<file path="src/rtl/imem_loader_if.sv">
// Byte-stream handshake into the instruction-memory loader.
// The source drives byte_in/byte_valid; the loader answers with byte_ready.
interface imem_loader_if;
  logic [7:0] byte_in;
  logic       byte_valid;
  logic       byte_ready;

  modport master (
    output byte_in,
    output byte_valid,
    input  byte_ready
  );

  modport slave (
    input  byte_in,
    input  byte_valid,
    output byte_ready
  );
endinterface

</file>
<file path="src/rtl/imem_loader.sv">
// Boot loader: takes a length-prefixed big-endian byte stream and writes it into
// instruction memory, holding the core in reset until the whole image is written.
module imem_loader #(
  parameter int unsigned DEPTH_WORDS = 1024,
  parameter logic [31:0] ADDR_BASE   = 32'h0000_0000
) (
  input  logic              clk,
  input  logic              reset,
  input  logic              start,
  imem_loader_if.slave      bus,
  output logic              imem_we,
  output logic [31:0]       imem_addr,
  output logic [31:0]       imem_wdata,
  output logic              cpu_reset,
  output logic              busy,
  output logic              done,
  output logic              error,
  output logic [31:0]       checksum
);

  localparam int IDX_W = $clog2(DEPTH_WORDS + 1);

  typedef enum logic [2:0] {
    S_IDLE,
    S_LEN,
    S_DATA,
    S_DONE,
    S_ERR
  } state_t;

  state_t             state_q,  state_d;
  logic [1:0]         lane_q,   lane_d;
  logic [31:0]        count_q,  count_d;
  logic [23:0]        word_q,   word_d;
  logic [IDX_W-1:0]   idx_q,    idx_d;
  logic               we_q,     we_d;
  logic [31:0]        addr_q,   addr_d;
  logic [31:0]        wdata_q,  wdata_d;
  logic [31:0]        sum_q,    sum_d;
  logic               ready_q,  ready_d;
  logic               busy_q,   busy_d;
  logic               done_q,   done_d;
  logic               err_q,    err_d;
  logic               cpurst_q, cpurst_d;

  logic               accept;
  logic [31:0]        len_full;
  logic [31:0]        word_full;

  assign accept    = bus.byte_valid & ready_q;
  assign len_full  = {count_q[23:0], bus.byte_in};
  assign word_full = {word_q, bus.byte_in};

  always_comb begin
    state_d = state_q;
    lane_d  = lane_q;
    count_d = count_q;
    word_d  = word_q;
    idx_d   = idx_q;
    we_d    = 1'b0;
    addr_d  = addr_q;
    wdata_d = wdata_q;
    sum_d   = sum_q;

    case (state_q)
      S_IDLE, S_DONE, S_ERR: begin
        if (start) begin
          state_d = S_LEN;
          lane_d  = 2'd0;
          count_d = 32'd0;
          idx_d   = '0;
          sum_d   = 32'd0;
        end
      end

      S_LEN: begin
        if (accept) begin
          count_d = len_full;
          lane_d  = lane_q + 2'd1;
          if (lane_q == 2'd3) begin
            if (len_full == 32'd0) begin
              state_d = S_DONE;
            end else if (len_full > 32'(DEPTH_WORDS)) begin
              state_d = S_ERR;
            end else begin
              state_d = S_DATA;
            end
          end
        end
      end

      S_DATA: begin
        if (accept) begin
          word_d = word_full[23:0];
          lane_d = lane_q + 2'd1;
          if (lane_q == 2'd3) begin
            // Write strobe lands one cycle later; index advances now so the next
            // word's address is ready even with back-to-back bytes.
            we_d    = 1'b1;
            addr_d  = ADDR_BASE + (32'(idx_q) << 2);
            wdata_d = word_full;
            sum_d   = sum_q + word_full;
            idx_d   = idx_q + IDX_W'(1);
            if ((32'(idx_q) + 32'd1) == count_q) begin
              state_d = S_DONE;
            end
          end
        end
      end

      default: state_d = S_IDLE;
    endcase

    // Status outputs are decoded from the next state so they are registered.
    ready_d  = (state_d == S_LEN) || (state_d == S_DATA);
    busy_d   = (state_d == S_LEN) || (state_d == S_DATA);
    done_d   = (state_d == S_DONE);
    err_d    = (state_d == S_ERR);
    cpurst_d = (state_d != S_DONE);
  end

  always_ff @(posedge clk or negedge reset) begin
    if (!reset) begin
      state_q  <= S_IDLE;
      lane_q   <= 2'd0;
      count_q  <= 32'd0;
      word_q   <= 24'd0;
      idx_q    <= '0;
      we_q     <= 1'b0;
      addr_q   <= ADDR_BASE;
      wdata_q  <= 32'd0;
      sum_q    <= 32'd0;
      ready_q  <= 1'b0;
      busy_q   <= 1'b0;
      done_q   <= 1'b0;
      err_q    <= 1'b0;
      cpurst_q <= 1'b1;
    end else begin
      state_q  <= state_d;
      lane_q   <= lane_d;
      count_q  <= count_d;
      word_q   <= word_d;
      idx_q    <= idx_d;
      we_q     <= we_d;
      addr_q   <= addr_d;
      wdata_q  <= wdata_d;
      sum_q    <= sum_d;
      ready_q  <= ready_d;
      busy_q   <= busy_d;
      done_q   <= done_d;
      err_q    <= err_d;
      cpurst_q <= cpurst_d;
    end
  end

  assign bus.byte_ready = ready_q;
  assign imem_we        = we_q;
  assign imem_addr      = addr_q;
  assign imem_wdata     = wdata_q;
  assign checksum       = sum_q;
  assign busy           = busy_q;
  assign done           = done_q;
  assign error          = err_q;
  assign cpu_reset      = cpurst_q;

endmodule

</file>
<file path="src/flat_wrapper.sv">
// flat-port wrapper written by rule: the top's interface ports become plain ports
module imem_loader_flat 
#(
  parameter int unsigned DEPTH_WORDS = 1024,
  parameter logic [31:0] ADDR_BASE   = 32'h0000_0000
)
  (clk, reset, start, imem_we, imem_addr, imem_wdata, cpu_reset, busy, done, error, checksum, bus_byte_in, bus_byte_valid, bus_byte_ready);
  imem_loader_if bus_i ();
  input  logic clk;
  input  logic reset;
  input  logic start;
  output logic imem_we;
  output logic [31:0] imem_addr;
  output logic [31:0] imem_wdata;
  output logic cpu_reset;
  output logic busy;
  output logic done;
  output logic error;
  output logic [31:0] checksum;
  input wire logic [$bits(bus_i.byte_in)-1:0] bus_byte_in;
  input wire logic [$bits(bus_i.byte_valid)-1:0] bus_byte_valid;
  output wire logic [$bits(bus_i.byte_ready)-1:0] bus_byte_ready;
  assign bus_i.byte_in = bus_byte_in;
  assign bus_i.byte_valid = bus_byte_valid;
  assign bus_byte_ready = bus_i.byte_ready;
  imem_loader #(.DEPTH_WORDS(DEPTH_WORDS), .ADDR_BASE(ADDR_BASE)) u_core (.clk(clk), .reset(reset), .start(start), .bus(bus_i), .imem_we(imem_we), .imem_addr(imem_addr), .imem_wdata(imem_wdata), .cpu_reset(cpu_reset), .busy(busy), .done(done), .error(error), .checksum(checksum));
endmodule
</file>
<file path="config.mk">
export PLATFORM = sky130hd
export DESIGN_NAME = imem_loader_flat
export DESIGN_NICKNAME = d
export VERILOG_FILES = /design/src/rtl/imem_loader_if.sv /design/src/rtl/imem_loader.sv /design/src/flat_wrapper.sv
export SDC_FILE = /design/constraint.sdc
export NUM_CORES = 1
export LEC_CHECK = 0
export CAP_MARGIN = 20
export CORE_AREA = 4 4 126 128
export CTS_CLUSTER_DIAMETER = 150
export DETAILED_ROUTE_END_ITERATION = 12
export DIE_AREA = 0 0 130 132
export GPL_ROUTABILITY_DRIVEN = 0
export GPL_TIMING_DRIVEN = 0
export PLACE_DENSITY = 0.79
export SYNTH_ARGS = -nofsm -noshare
export SYNTH_HDL_FRONTEND = slang
export SYNTH_SLANG_ARGS = --single-unit
export TNS_END_PERCENT = 10
</file>
<file path="constraint.sdc">
create_clock -name clk -period 3.68 [get_ports clk]
set_input_delay 0.736 -clock clk [delete_from_list [all_inputs] [get_ports clk]]
set_output_delay 0.736 -clock clk [all_outputs]
set_load 0.1 [all_outputs]
</file>
==> metrics.txt <==
most used cell, CP=o21ai_1; CTS Buf Count=17; CP Class=in -> reg; die width=130 µm; Root Buffer=clkbuf_16; initial antenna violation count=0; Post-Syn Area per Cell=9.128 µm²; CP Buf/Inv Count=1; Seq/Total Area, Yosys=0.4791; outcome=finished, final reports clean; Synth area leader=dfrtp_1; CTS tree=yes; CP Launch Type=primary input; GRT overflow=0; port bufs=91; Die Ht=132 µm; met1 WL=9180 µm; final hold vios=0; Max-slew headroom=0.3362; Die ar.=17,160 µm²; CP peak stage delay=0.58 ns; DR DRC count=0; Slowest cell on crit path=clkdlybuf4s50_1; asr flop ratio synth=1.000; peak supply drop=0.3154 mV; GRT Overall Usage=0.2338; Finished Layout Cells=1,201; Max Used Layer=met4; Critical Path AT=3.72 ns; Detailed Routing Iterations Pass 1=5; CP top delay family=compound AO/OA/AOI/OAI gates; clock skew=0.008490 ns; Final Routed Wirelength=19,590 µm; first-pass GRT wire length=31,930 µm; fillers=1,220; total vias in the final route=6,636; Lkg Pwr=4.805 nW; Final #Nets=1,047; WL/cell=16.31 µm; io pins=114; max-slew violations=0; clock tree buffer depth=2; # setup viols final=0; core area=14,860 µm²; dpl hpwl=13,900 µm; clock-pin slew on the worst setup and hold paths=0.06 ns; Routed Antenna Nets=0; post-synth top area share=0.4758; antenna fix cells=0; Worst Setup End Kind=register; RSZ-0062 raised after global routing=no; synth top area cells=dfrtp_1 48%, nand2_1 12%, ha_1 5.2%; pwr dens=479.8 nW/µm²; row cnt=45; vias in the first global route=6,233; metal2 WL=9140 µm; Cell variety after synth=60; Synthesis Warnings=0; Slew @ Worst Pin=0.9925 ns; dpl cells=1,170; top_reg_cell synth=dfrtp_1; clk sinks=152; number of synthesized register bits=152; Vias/cell=5.525; Final min period=3.428 ns; Max Cap Viol=0; Starting Density=0.5343; Worst Hold Class=in -> async; Initial DRC Count=529; WHS=0.2438 ns; crit-path cells=clkdlybuf4s50_1 > fa_1 > a211oi_2 > nor2_1 > o31ai_2 > a21oi_1 > o211ai_2 > o21ai_1 > a221oi_2 > xor2_1 > o21ai_1; post-CTS setup buffers=0; Area Overhead vs Synth=23.26%; crit path max fanout=6; share of post-route cells with drive strength above 1=0.09773; FMAX=291.7 MHz; Cell Area, Synth=7941 µm²; routed wl met3=900 µm; final cycle utilization of the critical path=0.9316; R2R Setup Slk=0.56 ns; Clock Latency Late Sink=0.43 ns; EDFF count, synth=0; largest net degree at the start of global routing=104; Post-Synthesis Cells=870; H-tree Lvls=4; WP data required=3.97 ns
-- cell type report --
type	instances	area (µm²)	share of cell area
multi-input combinational	667	3866	0.3950
sequential	152	3805	0.3887
timing repair buffer	92	942.2	0.09625
clock buffer	23	488.0	0.04985
buffer	61	319.1	0.03260
tap	188	235.2	0.02403
clock inverter	8	95.09	0.009715
inverter	10	37.54	0.003835
-- registers in the layout, indices dropped and copies added, names as in the netlist --
register and cells:
u_core.idx_q 11, u_core.count_q 32, u_core.imem_addr 11, u_core.bus.byte_ready 1, u_core.imem_we 1, u_core.state_q 3, u_core.done 1, u_core.word_q 24
u_core.cpu_reset 1, u_core.imem_wdata 32, u_core.checksum 32, u_core.error 1, u_core.lane_q 2
-- cells by family after synthesis --
family                     synth area share
adders and majority gates           0.05451
AOI/OAI and AO/OA                    0.1457
xor gates and xnor gates            0.04963
other                             0.0004722
DFF                                  0.4791
buffers and inverters               0.04490
and+or+nand+nor                      0.1916
muxes                               0.03403
-- cell usage in the layout (no fill, tap or decap), types with 22 or more instances in the layout --
master           count
a21oi_1             31
buf_4               22
clkbuf_1            26
clkdlybuf4s50_1     89
dfrtp_1            151
ha_1                33
mux2_2              24
nand2_1            254
nor2_1              40
o21ai_0             79
xor2_1              24
-- synthesized netlist by cell type, types with 3 or more instances --
cell type / instances
nor4_1: 12
a31oi_1: 3
nand4_1: 4
o21bai_1: 6
mux2_2: 24
buf_1: 9
o31ai_1: 5
a32o_1: 3
and2_1: 4
nand2b_1: 5
a22o_1: 4
a211oi_1: 5
nand2_1: 254
buf_2: 6
a21o_1: 13
o21a_1: 4
a211o_1: 4
clkbuf_1: 24
ha_1: 33
xnor2_1: 21
inv_1: 10
o21ai_1: 6
xor2_1: 24
dfrtp_1: 151
buf_4: 22
a21oi_1: 31
nor3_1: 11
nor2_1: 40
o21ai_0: 79
nand3_1: 12
and3_1: 6
-- layer usage --
layer / global-route usage / vias to the layer above
met5: 0 / -
met4: 0.07564 / 0
met3: 0.04700 / 38
met2: 0.3521 / 200
met1: 0.3402 / 3200
li1: - / 3198
-- final timing paths --
kind / cells past startpoint / start / to
setup reg to reg: 11 / u_core.checksum[0] / u_core.checksum[30]
hold / removal: 1 / reset / u_core.imem_wdata[29]
min in group clk: 2 / u_core.imem_addr[7] / u_core.imem_addr[7]
max in group asynchronous: 2 / reset / u_core.cpu_reset
setup / recovery: 11 / bus_byte_in[1] / u_core.checksum[30]
hold reg to reg: 2 / u_core.imem_addr[7] / u_core.imem_addr[7]
-- through the flow --
step | setup WS [ns] | util | power, mW | TNS [ns] | cell area, µm²
after floorplan | 0.4386 | - | 2.710 | 0 | 8016
after detailed placement | -0.5065 | 0.6184 | 2.988 | -1.941 | 9191
after global placement | -4.099 | 0.6164 | 2.959 | -620.78 | 9163
after global routing | 0.07676 | 0.6585 | 4.930 | 0 | 9788
final | 0.2517 | 0.6585 | 4.697 | 0 | 9788
after CTS | 0.002476 | 0.6579 | 4.701 | 0 | 9779
-- repair_timing --
| item | CTS | global route |
|---|---|---|
| gates resized for setup | 1 | 2 |
| cloned | 0 | 0 |
| setup endpoints to repair | 1 | 2 |
| hold endpoints to repair | 0 | 0 |
| hold buffers | 0 | 0 |
| pin swaps | 0 | 0 |
-- power by group --
group          switching (mW)  internal (mW)
clock network           0.663           1.06
logic                   0.676          0.295
registers               0.158           1.84
(Power assumes the default switching activity.)
